File: config.mk
export PLATFORM = sky130hd
export DESIGN_NAME = uart_rx_param
export DESIGN_NICKNAME = d
export VERILOG_FILES = /design/src/rtl/uart_rx_param.sv
export SDC_FILE = /design/constraint.sdc
export NUM_CORES = 1
export LEC_CHECK = 0
export CORE_MARGIN = 2
export CORE_UTILIZATION = 25
export CTS_BUF_LIST = sky130_fd_sc_hd__clkbuf_2
export DETAILED_ROUTE_END_ITERATION = 12
export PLACE_DENSITY = 0.49
export SLEW_MARGIN = 20
export SYNTH_ARGS = -nofsm -noshare
export SYNTH_HDL_FRONTEND = slang
export SYNTH_SLANG_ARGS = --single-unit
File: constraint.sdc
create_clock -name clk -period 5.8 [get_ports clk]
set_clock_uncertainty 0.1 [all_clocks]
set_input_delay 1.16 -clock clk [delete_from_list [all_inputs] [get_ports clk]]
set_output_delay 1.16 -clock clk [all_outputs]
set_load 0.02 [all_outputs]
File: src/rtl/uart_rx_param.sv
// uart_rx_param: oversampled UART receiver with configurable data width,
// parity and stop bits. Delivers each frame through a valid/ready handshake
// together with parity, framing, overrun and break flags.
module uart_rx_param #(
  parameter int DATA_BITS   = 8,
  parameter int OVERSAMPLE  = 16,
  parameter int PARITY_MODE = 0,
  parameter int STOP_BITS   = 1
) (
  input  logic                 clk,
  input  logic                 rst_n,
  input  logic                 rx,
  output logic [DATA_BITS-1:0] data_out,
  output logic                 valid,
  input  logic                 ready,
  output logic [3:0]           error,
  output logic                 busy
);

  localparam int CW = $clog2(OVERSAMPLE);
  localparam int BW = $clog2(DATA_BITS + 1);
  localparam logic [CW-1:0] HALF_LOAD = CW'(OVERSAMPLE / 2 - 1);
  localparam logic [CW-1:0] FULL_LOAD = CW'(OVERSAMPLE - 1);
  localparam logic [BW-1:0] LAST_DATA = BW'(DATA_BITS - 1);
  localparam logic [BW-1:0] LAST_STOP = BW'(STOP_BITS - 1);

  generate
    if (DATA_BITS < 5 || DATA_BITS > 9 || OVERSAMPLE < 4 || (OVERSAMPLE % 2) != 0 ||
        PARITY_MODE < 0 || PARITY_MODE > 2 || (STOP_BITS != 1 && STOP_BITS != 2)) begin : g_badParams
      $error("uart_rx_param: illegal parameter combination");
    end
  endgenerate

  typedef enum logic [2:0] {
    IDLE,
    START,
    DATA,
    PARITY,
    STOP,
    WAIT_HIGH
  } state_t;

  state_t                 r_state;
  state_t                 w_nextState;
  logic                   r_rxMeta;
  logic                   r_rxSync;
  logic                   w_rxs;
  logic [CW-1:0]          r_cnt;
  logic [BW-1:0]          r_bitCnt;
  logic [DATA_BITS-1:0]   r_shift;
  logic                   r_parErr;
  logic                   r_parZero;
  logic                   r_frmErr;
  logic                   r_stop1Low;
  logic                   r_complete;
  logic                   w_tick;
  logic                   w_lastData;
  logic                   w_lastStop;
  logic                   w_frmNow;
  logic                   w_parErrNow;
  logic                   w_break;

  assign w_rxs       = r_rxSync;
  assign w_lastData  = (r_bitCnt == LAST_DATA);
  assign w_lastStop  = (r_bitCnt == LAST_STOP);
  assign w_frmNow    = r_frmErr | ~w_rxs;
  assign w_parErrNow = ((^r_shift) ^ w_rxs) != (PARITY_MODE == 2);
  assign w_break     = (r_shift == '0) && ((PARITY_MODE == 0) || r_parZero) && r_stop1Low;

  // Two-flop synchroniser; idles high so reset never looks like a start edge.
  always_ff @(posedge clk) begin
    if (!rst_n) begin
      r_rxMeta <= 1'b1;
      r_rxSync <= 1'b1;
    end else begin
      r_rxMeta <= rx;
      r_rxSync <= r_rxMeta;
    end
  end

  // State register.
  always_ff @(posedge clk) begin
    if (!rst_n) begin
      r_state <= IDLE;
    end else begin
      r_state <= w_nextState;
    end
  end

  // Next-state logic; a framing failure parks in WAIT_HIGH until the line idles.
  always_comb begin
    w_nextState = r_state;
    case (r_state)
      IDLE: begin
        if (!w_rxs) w_nextState = START;
      end
      START: begin
        if (w_tick) w_nextState = w_rxs ? IDLE : DATA;
      end
      DATA: begin
        if (w_tick && w_lastData) w_nextState = (PARITY_MODE != 0) ? PARITY : STOP;
      end
      PARITY: begin
        if (w_tick) w_nextState = STOP;
      end
      STOP: begin
        if (w_tick && w_lastStop) w_nextState = w_frmNow ? WAIT_HIGH : IDLE;
      end
      WAIT_HIGH: begin
        if (w_rxs) w_nextState = IDLE;
      end
      default: w_nextState = IDLE;
    endcase
  end

  // State-decoded outputs: busy outside IDLE, sample tick when the bit counter expires.
  always_comb begin
    busy   = 1'b1;
    w_tick = 1'b0;
    case (r_state)
      IDLE:                      busy   = 1'b0;
      START, DATA, PARITY, STOP: w_tick = (r_cnt == '0);
      default:                   w_tick = 1'b0;
    endcase
  end

  // Bit timing, data shift and per-frame flag collection.
  always_ff @(posedge clk) begin
    if (!rst_n) begin
      r_cnt      <= '0;
      r_bitCnt   <= '0;
      r_shift    <= '0;
      r_parErr   <= 1'b0;
      r_parZero  <= 1'b0;
      r_frmErr   <= 1'b0;
      r_stop1Low <= 1'b0;
      r_complete <= 1'b0;
    end else begin
      r_complete <= 1'b0;
      case (r_state)
        IDLE: begin
          if (!w_rxs) begin
            r_cnt      <= HALF_LOAD;
            r_bitCnt   <= '0;
            r_parErr   <= 1'b0;
            r_parZero  <= 1'b0;
            r_frmErr   <= 1'b0;
            r_stop1Low <= 1'b0;
          end
        end
        START, DATA, PARITY, STOP: begin
          r_cnt <= w_tick ? FULL_LOAD : r_cnt - 1'b1;
          if (w_tick) begin
            if (r_state == DATA) begin
              r_shift  <= {w_rxs, r_shift[DATA_BITS-1:1]};
              r_bitCnt <= w_lastData ? '0 : r_bitCnt + 1'b1;
            end
            if (r_state == PARITY) begin
              r_parErr  <= w_parErrNow;
              r_parZero <= ~w_rxs;
            end
            if (r_state == STOP) begin
              if (!w_rxs) r_frmErr <= 1'b1;
              if (!w_rxs && r_bitCnt == '0) r_stop1Low <= 1'b1;
              r_bitCnt <= r_bitCnt + 1'b1;
              if (w_lastStop) r_complete <= 1'b1;
            end
          end
        end
        default: r_cnt <= '0;
      endcase
    end
  end

  // Output holding register and valid/ready handshake with overrun detection.
  always_ff @(posedge clk) begin
    if (!rst_n) begin
      data_out <= '0;
      error    <= '0;
      valid    <= 1'b0;
    end else if (r_complete) begin
      data_out <= r_shift;
      error    <= {w_break, r_frmErr, valid && !ready, r_parErr};
      valid    <= 1'b1;
    end else if (valid && ready) begin
      valid <= 1'b0;
    end
  end

endmodule
# After elaboration in Yosys (flattened, before gate mapping)
# Cells that the tools add are included.
# word_totals
reg_bits	38
latch_bits	0
mem_bits_rw	0
romBits	0
elab_cells	94
mem_count	0
# classes
add_sub_neg	2
n_mul	0
div_mod_pow	0
n_lt_le_gt_ge	0
eq_ne	18
shift	0
n_mux	35
bitwise	3
reduce_logical	23
# op_table
operator	count
two-way mux 4 bit	7
!= test 2 bit, second input constant	11
two-way mux 3 bit	7
one-hot mux 3 bit (6 select lines)	1
one-hot mux 4 bit (2 select lines)	2
two-way mux 1 bit	14
AND reduction 4 bit	3
AND reduction 5 bit	2
zero test 4 bit	2
zero test 8 bit	1
parity 8 bit	1
equality test 3 x 2 -> 1 bit, second input constant	2
equality test 3 bit, second input constant	2
logical AND 1 bit	6
one-hot mux 1 bit (2 select lines)	3
AND reduction 6 bit	1
adder 4 x 1 -> 4 bit, second input constant	1
equality test 4 x 3 -> 1 bit, second input constant	1
nonzero test 2 bit	2
OR reduction 4 bit	1
subtractor 4 x 1 -> 4 bit, second input constant	1
equality test 3 x 1 -> 1 bit, second input constant	1
zero test 3 bit	1
!= test 3 bit, second input constant	1
6 further kinds	7

# Longest topological paths before layout
# Gate-level depths: netlist of the first run.
# depth
ltp_word	6
depth_mapped	6
mapped_depth_nobuf	6

# Worst setup path after synthesis of the first run
# OpenSTA, ideal clock, no wires.
# synth_timing
path_type	flip-flop to output port
from	register r_state[2]
to	output port busy
arrival_time_ns	0.944
slack_ns	3.596
path_stages_with_launch	3
path_cell_list	dfxtp_1 -> buf_2 -> or3_1
# synth_via
elab_chain_len	2
# synth_lines
item	line_no	text
from (decl)	43	state_t r_state;
from (signal assigned)	86	r_state <= w_nextState;
zero test 3 bit	120	case (r_state)
two-way mux 1 bit	120	
to (decl)	17	output logic busy
# No other way between the ends.

# Worst setup path after layout of the first run
# Ends and elaborated chain as after synthesis.

==> results of run 1 <==
through the flow:
| stage | hold WS [ns] | utilization [%] |
|---|---|---|
| after floorplan | 0.2863 | - |
| after global placement | 0.2891 | 28.86 |
| after detailed placement | 0.2964 | 28.86 |
| after CTS | 0.3364 | 29.62 |
| after global routing | 0.3649 | 29.62 |
| final | 0.3318 | 29.62 |
sequential cells by signal (all words and copies together), names as in the netlist, 3 cells and up:
signal / flops
error: 4
r_bitCnt: 4
r_cnt: 4
r_shift: 8
r_state: 3
data_out: 8
area by class of cell:
type	count	share of cell area [%]
clock buffer	5	1.099
clock inverter	2	1.484
inverter	14	2.308
multi-input combinational	143	48.30
sequential	38	33.41
tap	102	5.604
timing repair buffer	18	7.802
worst paths after layout:
check | startpoint | end | slack (ns)
worst min register to register | r_rxMeta$_SDFF_PN1_ | r_rxSync$_SDFF_PN1_ | 0.33
worst max-delay path | r_state[2]$_SDFFE_PN0P_ | busy | 2.37
worst max register to register | r_cnt[0]$_SDFFE_PN0P_ | r_state[0]$_SDFFE_PN0P_ | 3.59
worst min-delay path | r_rxMeta$_SDFF_PN1_ | r_rxSync$_SDFF_PN1_ | 0.33
per-layer routing:
| metal | up-vias | routed length [um] | GRT usage, % |
|---|---|---|---|
| met4 | 0 | 59 | 3.309 |
| met2 | 19 | 1761 | 15.16 |
| met3 | 7 | 118 | 2.685 |
| met1 | 684 | 1897 | 12.58 |
| li1 | 761 | - | - |
| met5 | - | 0 | 0 |
report_power, final:
part	internal, mW	switching [mW]
combinational	0.0340	0.0356
sequential	0.267	0.0115
clock	0.0695	0.0870
total	0.371	0.134
logic make-up (layout without fill, tap and decap cells):
| logic type | count (synthesis) | in the layout | synth area share, % |
|---|---|---|---|
| flip-flops | 38 | 38 | 38.46 |
| AND/OR/NAND/NOR | 73 | 73 | 23.91 |
| XOR/XNOR | 5 | 5 | 2.910 |
| multiplexers | 19 | 19 | 9.614 |
| AO/OA/AOI/OAI | 38 | 38 | 14.11 |
| buffers and inverters | 28 | 39 | 5.945 |
| adder cells (fa/ha/maj) | 8 | 8 | 5.060 |
cells in the final DEF, fill, tap and decap left out, types with 6 or more instances in the layout:
master,Yosys,layout
dfxtp_1,38,38
mux2i_1,19,19
nor2b_1,19,19
clkdlybuf4s50_1,0,17
inv_1,14,14
o21ai_0,8,8
ha_1,8,8
nand2_1,7,7
nor2_1,6,6
nand2b_1,6,6
==> results by group, run 1 <==
Worst setup path
  • Nature of the critical path startpoint: flip-flop
  • Buf+Inv Stages, Crit Path: 1
  • Crit path kind: reg2out
  • Worst r2r path cells: 6
  • Critical Path Stages: 2
  • CP arrival: 2.17 ns
  • CP endpoint kind: output pin
  • Worst-path cell chain: or3_1 > clkdlybuf4s50_1
  • Worst EP required: 4.54 ns
  • Slowest stage delay, CP: 0.87 ns
  • CP top delay family: flip-flops
  • Worst-path fanout max: 23
  • Worst path slowest cell: dfxtp_1

Placed design
  • Pre-CTS setup slack: 2.852 ns
  • GP Congestion: 0.7566
  • Post-DP HPWL: 2535 um
  • Post-DP Area: 0.002218 mm^2
  • Port bufs: 17
  • Placed Cells: 315

Clock network
  • Root buffer cell: clkbuf_2
  • Cts hold-fix bufs: 0
  • Clock latency on the worst-skew pair: 0.39 ns
  • H-tree depth: 2
  • Postcts setup bufs: 0
  • CTS tree: yes
  • Cts repair resizes: 0
  • Sink Count: 38
  • CTS buffer count: 5
  • Clock Tree Buf Depth: 2
  • Clk pin slew, worst setup/hold paths: 0.21 ns

Route
  • Vias: 1471
  • DRC viols: 0
  • Final ANT Viol Nets: 0
  • Drt first-iter violations: 106
  • Routed WL: 3837 um
  • First-pass iteration count of the detailed router: 4
  • Avg WL per Cell: 11.92 um
  • Mean number of vias per cell: 4.568

Floorplanning
  • Die Area: 0.008640 mm^2
  • Cell Rows: 32
  • Die Ht: 92.95 um
  • IO Pins: 18
  • Core ar.: 0.007687 mm^2
  • Die width: 92.95 um
  • Initial Util: 25.73%

Global route
  • Vias in the first global route: 1367
  • Tot GR Track Use: 9.611%
  • Initial antenna violation count: 0
  • Global-route wire length before repair: 6693 um
  • GR Overflow Total: 0
  • Largest net degree at the start of global routing: 40

Timing
  • Worst slew pin tran: 0.7743 ns
  • Setup violations, final: 0
  • Slew margin rel.: 48.31%
  • Final Worst Setup Slack: 2.375 ns
  • Hold Violations, Final: 0
  • RSZ-0062 raised after global routing: false
  • Slew Limit Fails: 0
  • Max Fclk: 291.9 MHz
  • Setup tns final: 0 ns
  • Fin crit share: 59.06%
  • Crit path time final: 3.425 ns

Finish
  • N_diodes: 0
  • Layout cell share with drive strength beyond 1: 7.727%
  • Filler cells: 821
  • Syn-to-layout area delta: 15.12%
  • Final nets: 232
  • Register area: 760.7 um^2
  • Final instance count without filler cells: 322
  • Fin area: 0.002277 mm^2
  • Area used by multi-input combinational logic: 0.001100 mm^2

Power
  • VDD IR max: 87.58 uV
  • Tot Pwr: 505.1 uW
  • Power Density: 221.8 mW/mm^2
  • Leakage: 0.8042 nW

Logic synthesis
  • Post-synthesis cell area: 0.001978 mm^2
  • Post-synth top area share: 38.46%
  • Synthesized Nets: 221
  • Sequential-to-total area share from yosys stat: 38.46%
  • Post-synth ARST share: 0%
  • Number of flops mapped to enable cells by yosys: 0
  • Synth area leaders: dfxtp_1, mux2i_1, nor2b_1, ha_1, inv_1
  • Synth warn: 0
  • Main synth FF type: dfxtp_1
  • Cells after synthesis: 209
  • Count leader, synth: dfxtp_1
  • Area leader, netlist: dfxtp_1
  • Register bit count reported by yosys: 38
  • Top post-synthesis cells by count: dfxtp_1, mux2i_1, nor2b_1, inv_1
  • Synth unique cells: 51
  • Mean area per synthesized cell: 9.465 um^2

Flow run
  • Max_cap viols: 0

Min path
  • Hold/Removal Path Class: reg2reg
  • Hold Path Stages: 1

Status
  • Status: finished, final reports clean
Note: power is estimated with default switching activity, not from simulation.
==> inputs of run 2 (changes only) <==
Settings changed: PLACE_DENSITY 0.49 to 0.51.
Clock period 5.8 ns to 2.9 ns, I/O delays scaled along.
==> run 2 against run 1 <==
Via count grew 0.48%. Non-clock buffer count up 4. Setup slack got worse by 1.9 ns. First-iteration DRC count decreased by 4.7%. Worst hold slack better by 0.0060 ns. Cell count grew 1.6%. Combinational power is 130% higher. Critical endpoint unchanged.
==> results by group, run 2 (synthesis results as in run 1) <==
Route
  • Vias: 1478 (was 1471)
  • DRC viols: 0 (unchanged)
  • Drt first-iter violations: 101 (was 106)
  • Avg WL per Cell: 11.99 um (was 11.92 um)
  • Routed WL: 3921 um (was 3837 um)
  • Mean number of vias per cell: 4.520 (was 4.568)
  • Final ANT Viol Nets: 0 (unchanged)
  • First-pass iteration count of the detailed router: 4 (unchanged)

Floorplanning
  • Die width: 92.95 um (unchanged)
  • Cell Rows: 32 (unchanged)
  • Core ar.: 0.007687 mm^2 (unchanged)
  • IO Pins: 18 (unchanged)
  • Die Ht: 92.95 um (unchanged)
  • Die Area: 0.008640 mm^2 (unchanged)
  • Initial Util: 25.73% (unchanged)

Timing
  • Fin crit share: 83.94%
  • Crit path time final: 2.434 ns
  • Max Fclk: 410.8 MHz
  • Slew Limit Fails: 0 (unchanged)
  • Setup violations, final: 0 (unchanged)
  • Fin Hold WS: 0.3378 ns (was 0.3318 ns)
  • Setup tns final: 0 ns (unchanged)
  • Worst slew pin tran: 0.7712 ns (was 0.7743 ns)
  • Slew margin rel.: 48.51% (was 48.31%)
  • RSZ-0062 raised after global routing: false (unchanged)
  • Hold Violations, Final: 0 (unchanged)

Placed design
  • Post-DP HPWL: 2652 um (was 2535 um)
  • Post-DP Area: 0.002248 mm^2 (was 0.002218 mm^2)
  • GP Congestion: 0.7236 (was 0.7566)
  • Placed Cells: 319 (was 315)
  • Port bufs: 17 (unchanged)

Power
  • P_sw: 292.7 uW (was 134.2 uW)
  • Internal power: 755.0 uW (was 370.9 uW)
  • Sw Share: 27.94% (was 26.57%)
  • Part of the power in registers: 52.7% (was 55.2%)
  • Part of the power in combinational logic: 15.0% (was 13.8%)
  • VDD IR max: 160.5 uV (was 87.58 uV)
  • Leakage: 0.8239 nW (was 0.8042 nW)
  • Proportion of power drawn by the clock network: 32.3% (was 31.0%)
  • Power Density: 451.9 mW/mm^2 (was 221.8 mW/mm^2)

Clock network
  • Clock Tree Buf Depth: 2 (unchanged)
  • CTS buffer count: 5 (unchanged)
  • Clock latency on the worst-skew pair: 0.41 ns (was 0.39 ns)
  • CTS tree: yes (unchanged)
  • Clk pin slew, worst setup/hold paths: 0.20 ns (was 0.21 ns)
  • Sink Count: 38 (unchanged)
  • Cts hold-fix bufs: 0 (unchanged)
  • Cts repair resizes: 0 (unchanged)
  • H-tree depth: 2 (unchanged)
  • Root buffer cell: clkbuf_2 (unchanged)
  • Postcts setup bufs: 0 (unchanged)

Finish
  • Top flop regs: data_out: 8 flops, r_shift: 8 flops (unchanged)
  • Most frequent cells in the layout: dfxtp_1, mux2i_1, nor2b_1, clkdlybuf4s50_1, inv_1 (unchanged)
  • Commonest non-fill, non-tap cell in the layout: dfxtp_1 (unchanged)
  • Fin area: 0.002318 mm^2 (was 0.002277 mm^2)
  • Filler cells: 825 (was 821)
  • N_diodes: 0 (unchanged)
  • Final core occ: 30.16% (was 29.62%)
  • Final instance count without filler cells: 327 (was 322)
  • Syn-to-layout area delta: 17.20% (was 15.12%)
  • Layout cell share with drive strength beyond 1: 10.22% (was 7.727%)
  • Final nets: 236 (was 232)

Worst setup path
  • Crit path kind: reg2out (unchanged)
  • Worst-path fanout max: 4 (was 23)
  • CP arrival: 1.75 ns (was 2.17 ns)
  • Worst EP required: 2.22 ns (was 4.54 ns)
  • Worst r2r src: r_cnt[0]$_SDFFE_PN0P_ (unchanged)
  • Crit path launch: r_state[0]$_SDFFE_PN0P_ (was r_state[2]$_SDFFE_PN0P_)
  • Nature of the critical path startpoint: flip-flop (unchanged)
  • CP endpoint kind: output pin (unchanged)

Global route
  • GR Overflow Total: 0 (unchanged)
  • Global-route wire length before repair: 6824 um (was 6693 um)
  • Tot GR Track Use: 9.818% (was 9.611%)
  • Largest net degree at the start of global routing: 25 (was 40)
  • Initial antenna violation count: 0 (unchanged)
  • Vias in the first global route: 1482 (was 1367)

Min path
  • Worst hold start: r_rxMeta$_SDFF_PN1_ (unchanged)
  • Hold/Removal Path Class: reg2reg (unchanged)

Status
  • Status: finished, final reports clean (unchanged)

Flow run
  • Max_cap viols: 0 (unchanged)
[run 2: changes by cell type in the layout (fill, tap and decap cells not counted)]
| cell | change |
|---|---|
| buf_4 | +4 |
| clkinvlp_4 | +2 |
| clkinv_1 | -1 |
[run 2: worst paths after layout]
check | end | slack (ns) | cells past startpoint
hold / removal | r_rxSync$_SDFF_PN1_ | 0.34 | 1
setup / recovery | busy | 0.47 | 2
setup reg to reg | r_state[2]$_SDFFE_PN0P_ | 0.80 | 6
hold reg to reg | r_rxSync$_SDFF_PN1_ | 0.34 | 1
[run 2: critical path, stage by stage (launching register included)]
cell	delay (ns)
dfxtp_1	0.36
or3_1	0.43
clkdlybuf4s50_1	0.57
[run 2: metal layers]
layer	GRT usage [%]	share of wire [%]	vias to the layer above
li1	-	-	767
met1	12.29	49	688
met2	16.12	46	19
met3	2.522	3.0	4
met4	3.799	1.5	0
met5	0	0	-
[run 2: final cells by class]
cell class / count / area, um^2 / share of cell area, %
Clock buffer: 5 / 25.02 / 1.079
Tap cell: 102 / 127.6 / 5.505
Clock inverter: 3 / 45.04 / 1.943
Sequential cell: 38 / 760.7 / 32.81
Multi-Input combinational cell: 143 / 1100 / 47.44
Inverter: 14 / 52.55 / 2.267
Timing Repair Buffer: 22 / 207.7 / 8.958
[run 2: stage by stage]
step                setup slack, ns  power (mW)
finish                       0.4658       1.048
global route                 0.3616       1.113
CTS                          0.4255       1.067
detailed placement           0.7663      0.7207
global placement             0.7779      0.7206
floorplan                    0.9629      0.6790
[run 2: power by group through the flow]
stage               combinational (mW)  clock, mW  sequential [mW]
finish                           0.157      0.339            0.552
global route                     0.175      0.383            0.555
CTS                              0.158      0.356            0.553
floorplan                        0.125          0            0.553
global placement                 0.157          0            0.563
detailed placement               0.158          0            0.563
==> inputs of run 3 (changes only) <==
Settings changed: PLACE_DENSITY 0.51 to 0.49.
Clock period 2.9 ns to 2.5 ns, I/O delays scaled along.
==> run 3 against run 2 <==
Setup slack worse by 0.33 ns. Highest routed layer unchanged. Sequential power rose by 16%. Power is 14% higher. Largest power group unchanged. Global-route usage rose by 0.24 points.
==> results by group, run 3 (synthesis results as in run 1) <==
Worst setup path
  • Slowest stage delay, CP: 0.56 ns (was 0.57 ns)
  • Worst path slowest cell: clkdlybuf4s50_1 (unchanged)
  • CP endpoint kind: output pin (unchanged)
  • Worst-path cell chain: or3_1 > clkdlybuf4s50_1 (unchanged)
  • Nature of the critical path startpoint: flip-flop (unchanged)
  • Worst-path fanout max: 10 (was 4)
  • FF-to-FF End: r_state[2]$_SDFFE_PN0P_ (unchanged)
  • Worst EP required: 1.90 ns (was 2.22 ns)
  • Reg2Reg Setup Slack: 0.39 ns (was 0.80 ns)
  • Worst r2r src: r_cnt[0]$_SDFFE_PN0P_ (unchanged)
  • Worst r2r path cells: 6 (unchanged)
  • CP arrival: 1.76 ns (was 1.75 ns)
  • Crit path kind: reg2out (unchanged)

Timing
  • Slew margin rel.: 50.43% (was 48.51%)
  • Max Fclk: 423.5 MHz
  • Setup tns final: 0 ns (unchanged)
  • Worst slew pin tran: 0.7425 ns (was 0.7712 ns)
  • RSZ-0062 raised after global routing: false (unchanged)
  • Hold Violations, Final: 0 (unchanged)
  • Fin Hold WS: 0.3269 ns (was 0.3378 ns)
  • Setup violations, final: 0 (unchanged)
  • Slew Limit Fails: 0 (unchanged)
  • Crit path time final: 2.361 ns
  • Fin crit share: 94.45%

Floorplanning
  • Core ar.: 0.007687 mm^2 (unchanged)
  • Initial Util: 25.73% (unchanged)
  • Die Area: 0.008640 mm^2 (unchanged)
  • Cell Rows: 32 (unchanged)
  • Die width: 92.95 um (unchanged)
  • IO Pins: 18 (unchanged)
  • Die Ht: 92.95 um (unchanged)

Placed design
  • Post-DP HPWL: 2842 um (was 2652 um)
  • Port bufs: 17 (unchanged)
  • GP Congestion: 0.7998 (was 0.7236)

Route
  • Mean number of vias per cell: 4.582 (was 4.520)
  • Avg WL per Cell: 12.22 um (was 11.99 um)
  • DRC viols: 0 (unchanged)
  • Routed WL: 4009 um (was 3921 um)
  • First-pass iteration count of the detailed router: 4 (unchanged)
  • Drt first-iter violations: 67 (was 101)
  • Vias: 1503 (was 1478)
  • Final ANT Viol Nets: 0 (unchanged)

Finish
  • Area used by multi-input combinational logic: 0.001100 mm^2 (unchanged)
  • Most frequent cells in the layout: dfxtp_1, mux2i_1, nor2b_1, clkdlybuf4s50_1, inv_1 (unchanged)
  • Register area: 762.0 um^2 (was 760.7 um^2)
  • N_diodes: 0 (unchanged)
  • Layout cell share with drive strength beyond 1: 10.62% (was 10.22%)
  • Filler cells: 822 (was 825)
  • Final nets: 238 (was 236)
  • Commonest non-fill, non-tap cell in the layout: dfxtp_1 (unchanged)
  • Syn-to-layout area delta: 17.46% (was 17.20%)
  • Top flop regs: data_out: 8 flops, r_shift: 8 flops (unchanged)

Flow run
  • Max_cap viols: 0 (unchanged)

Min path
  • Hold/Removal Path Class: reg2reg (unchanged)
  • Hold Path Stages: 1 (unchanged)
  • Worst hold start: r_rxMeta$_SDFF_PN1_ (unchanged)
  • Hold EP: r_rxSync$_SDFF_PN1_ (unchanged)

Clock network
  • CTS tree: yes (unchanged)
  • Sink Count: 38 (unchanged)
  • CTS buffer count: 5 (unchanged)
  • Root buffer cell: clkbuf_2 (unchanged)
  • Clock latency on the worst-skew pair: 0.39 ns (was 0.41 ns)
  • Cts hold-fix bufs: 0 (unchanged)
  • Clk pin slew, worst setup/hold paths: 0.21 ns (was 0.20 ns)
  • Clock Tree Buf Depth: 2 (unchanged)
  • H-tree depth: 2 (unchanged)

Global route
  • Initial antenna violation count: 0 (unchanged)
  • Global-route wire length before repair: 6982 um (was 6824 um)
  • Tot GR Track Use: 10.06% (was 9.818%)
  • GR Overflow Total: 0 (unchanged)
  • Vias in the first global route: 1435 (was 1482)
  • Largest net degree at the start of global routing: 19 (was 25)

Status
  • Status: finished, final reports clean (unchanged)

Power
  • Power Density: 511.8 mW/mm^2 (was 451.9 mW/mm^2)
  • Leakage: 0.8347 nW (was 0.8239 nW)
  • VDD IR max: 251.7 uV (was 160.5 uV)
==> run 3: cell types whose count changed in the layout (fill, tap and decap cells not counted) <==
cell | previous run | this run
clkinv_1 | 0 | 1
dfxtp_1 | 38 | 37
clkinvlp_4 | 2 | 0
dfxtp_2 | 0 | 1
buf_4 | 5 | 7
==> run 3: final cells by class <==
| type | instances | area share (%) |
|---|---|---|
| Multi-Input combinational cell | 143 | 47.33 |
| Clock inverter | 2 | 1.454 |
| Inverter | 14 | 2.262 |
| Clock buffer | 5 | 1.077 |
| Timing Repair Buffer | 24 | 9.585 |
| Sequential cell | 38 | 32.79 |
| Tap cell | 102 | 5.493 |
==> run 3: what timing repair did <==
item	4_1_cts	5_1_grt
setup endpoints to repair	0	1
buffers inserted	0	0
resized for setup	0	1
==> run 3: worst max-delay path by stage <==
stage                                  startpoint                      end  slack, ns  depth (start not counted)
after floorplan             r_cnt[0]$_SDFFE_PN0P_  r_state[2]$_SDFFE_PN0P_       0.56                          6
after global placement      r_cnt[0]$_SDFFE_PN0P_  r_state[1]$_SDFFE_PN0P_       0.49                          6
after detailed placement    r_cnt[0]$_SDFFE_PN0P_  r_state[2]$_SDFFE_PN0P_       0.44                          6
after CTS                 r_state[2]$_SDFFE_PN0P_                     busy       0.04                          2
after global routing      r_state[2]$_SDFFE_PN0P_                     busy       0.06                          2
final                     r_state[2]$_SDFFE_PN0P_                     busy       0.14                          2
==> run 3: where the power goes <==
group | switching [mW] | leakage, nW | internal [mW] | total, mW
logic | 0.0946 | 0.490 | 0.0884 | 0.183
registers | 0.0198 | 0.308 | 0.620 | 0.640
clock network | 0.205 | 0.0365 | 0.161 | 0.366
==> run 3: critical path, delay by kind of cell, from the launching register on <==
kind | cells | cell delay [ns]
AND/OR/NAND/NOR | 1 | 0.38
flip-flops | 1 | 0.43
buffers and inverters | 1 | 0.56
==> run 3: through the flow <==
step	setup slack (ns)	std cells	util, %	area (um^2)	power [mW]
floorplan	0.5629	209	-	1978	0.7876
global placement	0.4905	321	29.44	2263	0.8369
detailed placement	0.4371	321	29.44	2263	0.8359
CTS	0.03904	328	30.21	2322	1.205
global route	0.06046	328	30.22	2323	1.245
finish	0.1387	328	30.22	2323	1.189
==> run 3: routing by layer <==
layer | track usage, % | part of all wire (%)
met5 | 0 | 0
met4 | 4.289 | 1.7
met3 | 2.441 | 3.0
met2 | 15.40 | 46
met1 | 13.45 | 49
